[src/rtl/inst_fetch_ctrl.sv]
// Instruction fetch controller: streams a program out of the instruction buffer
// into a small prefetch FIFO that feeds the decoder, one word per cycle.
module inst_fetch_ctrl #(
    parameter int ADDR_WD    = 12,
    parameter int DATA_WD    = 128,
    parameter int FIFO_DEPTH = 4
) (
    input  logic               i_clk,
    input  logic               i_rst,
    input  logic               i_start,
    input  logic [ADDR_WD-1:0] i_start_addr,
    input  logic [ADDR_WD:0]   i_inst_num,
    input  logic               i_abort,
    output logic               o_busy,
    output logic               o_done,
    output logic               o_inst_rd_en,
    output logic [ADDR_WD-1:0] o_inst_raddr,
    input  logic [DATA_WD-1:0] i_inst_rdat,
    input  logic               i_inst_rdat_vld,
    output logic [DATA_WD-1:0] o_inst,
    output logic [ADDR_WD-1:0] o_inst_pc,
    output logic               o_inst_vld,
    input  logic               i_inst_rdy
);
    // state | meaning
    // IDLE  | waiting for i_start
    // FETCH | issuing reads, limited by FIFO credit
    // DRAIN | all reads issued, waiting for returns and FIFO to empty
    // FLUSH | aborted, discarding in-flight returns

    localparam int PTR_WD = $clog2(FIFO_DEPTH);
    localparam int CNT_WD = PTR_WD + 1;

    typedef enum logic [1:0] {IDLE, FETCH, DRAIN, FLUSH} state_t;
    state_t state_q, state_d;

    logic [ADDR_WD-1:0] raddr_q;
    logic [ADDR_WD-1:0] rd_pc_q;
    logic [ADDR_WD:0]   issued_q;
    logic [ADDR_WD:0]   num_q;
    logic [CNT_WD-1:0]  out_q;
    logic [CNT_WD-1:0]  cnt_q;
    logic [PTR_WD-1:0]  wr_ptr_q;
    logic [PTR_WD-1:0]  rd_ptr_q;
    logic               done_q;
    logic               done_d;
    logic [DATA_WD-1:0] mem_data [FIFO_DEPTH];
    logic [ADDR_WD-1:0] mem_pc   [FIFO_DEPTH];

    logic               fifo_vld;
    logic               pop;
    logic               ret;
    logic               active;
    logic               clr;
    logic               push;
    logic               start_ok;
    logic               credit_ok;
    logic               rd_en;
    logic               last_rd;
    logic [CNT_WD:0]    occ;
    logic [ADDR_WD:0]   issued_inc;

    assign fifo_vld   = (cnt_q != '0);
    assign pop        = fifo_vld & i_inst_rdy;
    // a return with nothing outstanding is stray and never reaches the FIFO
    assign ret        = i_inst_rdat_vld & (out_q != '0);
    assign active     = (state_q == FETCH) || (state_q == DRAIN);
    assign clr        = active & i_abort;
    assign push       = ret & active & ~i_abort;
    assign start_ok   = (state_q == IDLE) & i_start & ~i_abort;
    assign occ        = {1'b0, cnt_q} + {1'b0, out_q} - {{CNT_WD{1'b0}}, pop};
    assign credit_ok  = (occ < (CNT_WD+1)'(FIFO_DEPTH));
    assign issued_inc = issued_q + {{ADDR_WD{1'b0}}, 1'b1};
    assign rd_en      = (state_q == FETCH) & ~i_abort & (issued_q < num_q) & credit_ok;
    assign last_rd    = rd_en & (issued_inc == num_q);

    always_comb begin
        state_d = state_q;
        done_d  = 1'b0;
        case (state_q)
            IDLE: begin
                if (start_ok) begin
                    if (i_inst_num != '0) state_d = FETCH;
                    else                  done_d  = 1'b1;
                end
            end
            FETCH: begin
                if (i_abort)      state_d = FLUSH;
                else if (last_rd) state_d = DRAIN;
            end
            DRAIN: begin
                if (i_abort) begin
                    state_d = FLUSH;
                end else if (!fifo_vld && out_q == '0) begin
                    state_d = IDLE;
                    done_d  = 1'b1;
                end
            end
            FLUSH: begin
                if (out_q == '0) state_d = IDLE;
            end
            default: state_d = IDLE;
        endcase
    end

    always_ff @(posedge i_clk or posedge i_rst) begin
        if (i_rst) state_q <= IDLE;
        else       state_q <= state_d;
    end

    always_ff @(posedge i_clk or posedge i_rst) begin
        if (i_rst) begin
            raddr_q  <= '0;
            rd_pc_q  <= '0;
            issued_q <= '0;
            num_q    <= '0;
            out_q    <= '0;
            cnt_q    <= '0;
            wr_ptr_q <= '0;
            rd_ptr_q <= '0;
            done_q   <= 1'b0;
        end else begin
            done_q <= done_d;
            if (start_ok) begin
                raddr_q  <= i_start_addr;
                issued_q <= '0;
                num_q    <= i_inst_num;
            end else if (rd_en) begin
                raddr_q  <= raddr_q + ADDR_WD'(1);
                issued_q <= issued_inc;
                rd_pc_q  <= raddr_q;
            end
            if (rd_en && !ret)      out_q <= out_q + CNT_WD'(1);
            else if (!rd_en && ret) out_q <= out_q - CNT_WD'(1);
            if (clr) begin
                cnt_q    <= '0;
                wr_ptr_q <= '0;
                rd_ptr_q <= '0;
            end else begin
                if (push) wr_ptr_q <= wr_ptr_q + PTR_WD'(1);
                if (pop)  rd_ptr_q <= rd_ptr_q + PTR_WD'(1);
                if (push && !pop)      cnt_q <= cnt_q + CNT_WD'(1);
                else if (!push && pop) cnt_q <= cnt_q - CNT_WD'(1);
            end
        end
    end

    // read latency is fixed at one cycle, so the last issued address tags the return
    always_ff @(posedge i_clk) begin
        if (push) begin
            mem_data[wr_ptr_q] <= i_inst_rdat;
            mem_pc[wr_ptr_q]   <= rd_pc_q;
        end
    end

    assign o_busy       = (state_q != IDLE);
    assign o_done       = done_q;
    assign o_inst_rd_en = rd_en;
    assign o_inst_raddr = raddr_q;
    assign o_inst_vld   = fifo_vld;
    assign o_inst       = fifo_vld ? mem_data[rd_ptr_q] : '0;
    assign o_inst_pc    = fifo_vld ? mem_pc[rd_ptr_q] : '0;
endmodule

[config.mk]
export PLATFORM = sky130hd
export DESIGN_NAME = inst_fetch_ctrl
export DESIGN_NICKNAME = d
export VERILOG_FILES = /design/src/rtl/inst_fetch_ctrl.sv
export SDC_FILE = /design/constraint.sdc
export NUM_CORES = 1
export LEC_CHECK = 0
export ABC_CLOCK_PERIOD_IN_PS = 7100
export BUFFER_PORTS_ARGS = -buffer_cell sky130_fd_sc_hd__buf_2
export CAP_MARGIN = 10
export CELL_PAD_IN_SITES_DETAIL_PLACEMENT = 0
export CELL_PAD_IN_SITES_GLOBAL_PLACEMENT = 2
export CORE_ASPECT_RATIO = 1.25
export CORE_UTILIZATION = 45
export CTS_BUF_LIST = sky130_fd_sc_hd__clkbuf_8
export DETAILED_ROUTE_END_ITERATION = 7
export GPL_ROUTABILITY_DRIVEN = 0
export HOLD_SLACK_MARGIN = 0.05
export MAX_ROUTING_LAYER = met4
export PLACE_DENSITY = 0.78
export RECOVER_POWER = 100
export SLEW_MARGIN = 20
export SYNTH_ARGS = -nofsm -noshare
export SYNTH_HDL_FRONTEND = slang
export SYNTH_SLANG_ARGS = --single-unit
[constraint.sdc]
create_clock -name i_clk -period 7.1 [get_ports i_clk]
set_clock_uncertainty 0.1 [all_clocks]
set_input_delay 0.71 -clock i_clk [delete_from_list [all_inputs] [get_ports i_clk]]
set_output_delay 0.71 -clock i_clk [all_outputs]
set_load 0.01 [all_outputs]
==> reports/results.ini <==
[status]
status=finished with violations
failed_checks=capacitance limit, slew limit

[logic_synthesis]
async_flop_share=0.1011
synth_nets=1496
netlist.area_leader.share=0.6718
synth_top_area_cell=edfxtp_1
yosysWarnings=0
syn-cell-area_sq_mm=0.02503
ys_seq_area_frac=0.7348
syn_inst=1306
synth.area.top_cells=edfxtp_1 (67%), mux4_2 (13%), dfrtp_1 (6.3%)
yosys_most_used_dff=edfxtp_1
ys_types=59
synth_seq_cells=623
avgSynthCellArea_sq_um=19.17
synth_edf_count=560

[final_layout]
final_nets=1856
seqCellArea_sq_mm=0.01840
multi_input_area_sq_mm=0.006190
nFillCells=4625
finalNonFillerCells=2476
area_growth_pct=14.81
drive_gt1_frac=0.2122

[timing]
setup_viol=0
fin_crit_sh=0.7674
hold_viol_final=0
fin_crit_ps=5449
grt_setup_unrepaired=no
relSlewSlack=-1.884
max_freq_mhz=183.5
finalSetupTns_ps=0
tightestPinTransition_ps=4326
report.final.slew_viol_count=567

[floorplan]
dieHeight_microns=265.7
io_pins=315
fp-row-count=96
start_util=0.4560
dieArea_sq_mm=0.05658
core_region_area_sq_mm=0.05489
die_x_microns=213.0

[global_route]
grt.overflow.total=0
grt_max_degree=141
grt_pass1_vias=13510
track_usage=0.1967
antenna_found_initial=6
grt_pass1_wl_microns=80440

[placement]
dp_cells=2303
dp.final_hpwl_microns=30850
io_buffer_count=314

[cts]
clkLatencyLatePin_ps=660
cts_tree=built
cts_root_buf=clkbuf_8
htreeDepth=3
clockBufferDepth=3
ctsHoldBuffers=0
cts_setup_buffers=0
cts_resized=0
clkSinkCount=623
path_clk_slew_ps=60
cts_buffers=96

[pwr]
peakVddDrop_v=0.0002135
power_mw=10.78
leakage_nw=9.672
p_per_area_mw_per_mm2=375.2

[worst_setup_path]
slowest_delay_ps=2060
r2r-end=mem_data[1][126]
r2r-start=state_q[1]
setup.worst_path.start=rd_ptr_q[0]
crit_path_end_kind=primary output
path_cells=buf_4, mux4_2, and2_0, buf_2
crit_slowest_cell=dfrtp_1
path_max_fanout=43
critPathLaunchType=flip-flop
crit_type=reg2out
ff2ff_setup_slack_ps=1830
reg2reg_depth=5
worstPathArrival_ps=4640
cp.required_ps=6290

[detailed_routing]
drc=0
drtIter0Drc=791
routed_wl_microns=52960
via_per_inst=5.189
vias=12850
dr.pass1.iters=5
antenna_left=0
wire_per_inst_microns=21.39

[hold_path]
hold_end=o_inst_raddr[11]
worstHoldPathType=in2reg
whs_path_depth=3
hp-start=i_start_addr[11]

[job]
drv_cap=7

==> registers in the layout, indices dropped and copies added (netlist names) <==
register and flops:
mem_pc 48, rd_ptr_q 2, state_q 2, o_done 1
rd_pc_q 12, out_q 3, o_inst_raddr 12, wr_ptr_q 2
num_q 13, cnt_q 3, issued_q 13, mem_data 512
==> per-stage QoR <==
stage / util / area, sq um / setup WS (ps) / hold slack [ps]
after floorplan: - / 25030 / 1920 / 349.7
after global placement: 0.4996 / 27420 / 2785 / 385.1
after detailed placement: 0.4996 / 27420 / 2715 / 397.2
after CTS: 0.5299 / 29090 / 1967 / 70.96
after global routing: 0.5235 / 28740 / 1068 / 124.3
final: 0.5235 / 28740 / 1651 / 155.2
==> power breakdown <==
group / internal [mW] / total, mW / leakage [nW] / switching [mW]
Clock: 1.32 / 2.63 / 0.987 / 1.31
Sequential: 4.49 / 4.80 / 5.87 / 0.315
Combinational: 1.50 / 3.35 / 2.82 / 1.85
==> layer usage <==
layer	routed length, microns	global-route usage	up-vias
met4	1068	0.06883	0
met5	0	-	-
met1	22190	0.2488	6583
li1	-	-	5870
met3	2670	0.04019	78
met2	27030	0.3158	318
==> worst max-delay path, delay by kind of cell, from the launching register on <==
family	cells	cell delay, ps
DFF	1	2060
buffers and inverters	2	1090
muxes	1	600
and+or+nand+nor	1	190
==> how the worst max path moves through the flow <==
stage	to	slack (ps)
after detailed placement	o_inst_rd_en	2710
after global routing	o_inst[42]	1070
after global placement	o_inst_rd_en	2780
after CTS	o_inst_rd_en	1970
after floorplan	mem_data[0][0]	1920
final	o_inst[42]	1650
==> area by class of cell <==
cell class / instances / share of cell area
multi-input cells: 581 / 0.2154
repair buffers: 327 / 0.04907
inverters: 37 / 0.004833
diodes: 7 / 0.0006095
flip-flops and latches: 623 / 0.6402
well taps: 735 / 0.03200
clock buffers: 99 / 0.04741
clock inverters: 67 / 0.01054
==> synth_stat cells, types with 8 or more instances <==
cell type and number:
a21oi_1 11, and2_1 142, and3_1 11, buf_2 16, clkbuf_1 40, dfrtp_1 63, edfxtp_1 560, ha_1 29
inv_1 36, mux2_1 10, mux4_2 140, nand2_1 47, nand3_1 8, nand4_1 15, nor2_1 24, o21ai_0 20
o21ai_1 12, xnor2_1 18, xor2_1 24
==> cells in the final DEF, fill, tap and decap left out, types with 4 or more instances in the layout <==
master / instances
xnor2_1: 18
nand3_1: 8
mux2i_1: 5
clkinv_2: 7
clkbuf_8: 99
diode_2: 7
buf_4: 5
and3_1: 9
edfxtp_1: 560
nand4_1: 15
mux2_1: 10
a21o_1: 4
and2_1: 83
dfrtp_1: 62
ha_1: 29
nor3_1: 8
a21oi_1: 11
clkinv_1: 21
buf_2: 90
xor2_1: 24
clkbuf_1: 227
nor2_1: 24
mux4_2: 140
inv_1: 71
nor4_1: 5
mux2_2: 4
nand2_1: 47
and2_0: 59
o21ai_0: 31
==> cell families (layout without fill, tap and decap cells) <==
group | after synthesis | count (layout) | share of synthesized area
buf+inv | 102 | 530 | 0.01729
fa+ha+maj | 31 | 31 | 0.01610
xor+xnor | 42 | 42 | 0.01470
flops | 623 | 623 | 0.7348
mux | 159 | 159 | 0.1343
other cells | 0 | 7 | 0
compound gates | 73 | 73 | 0.01939
simple gates | 276 | 276 | 0.06348
(Power assumes the default switching activity.)
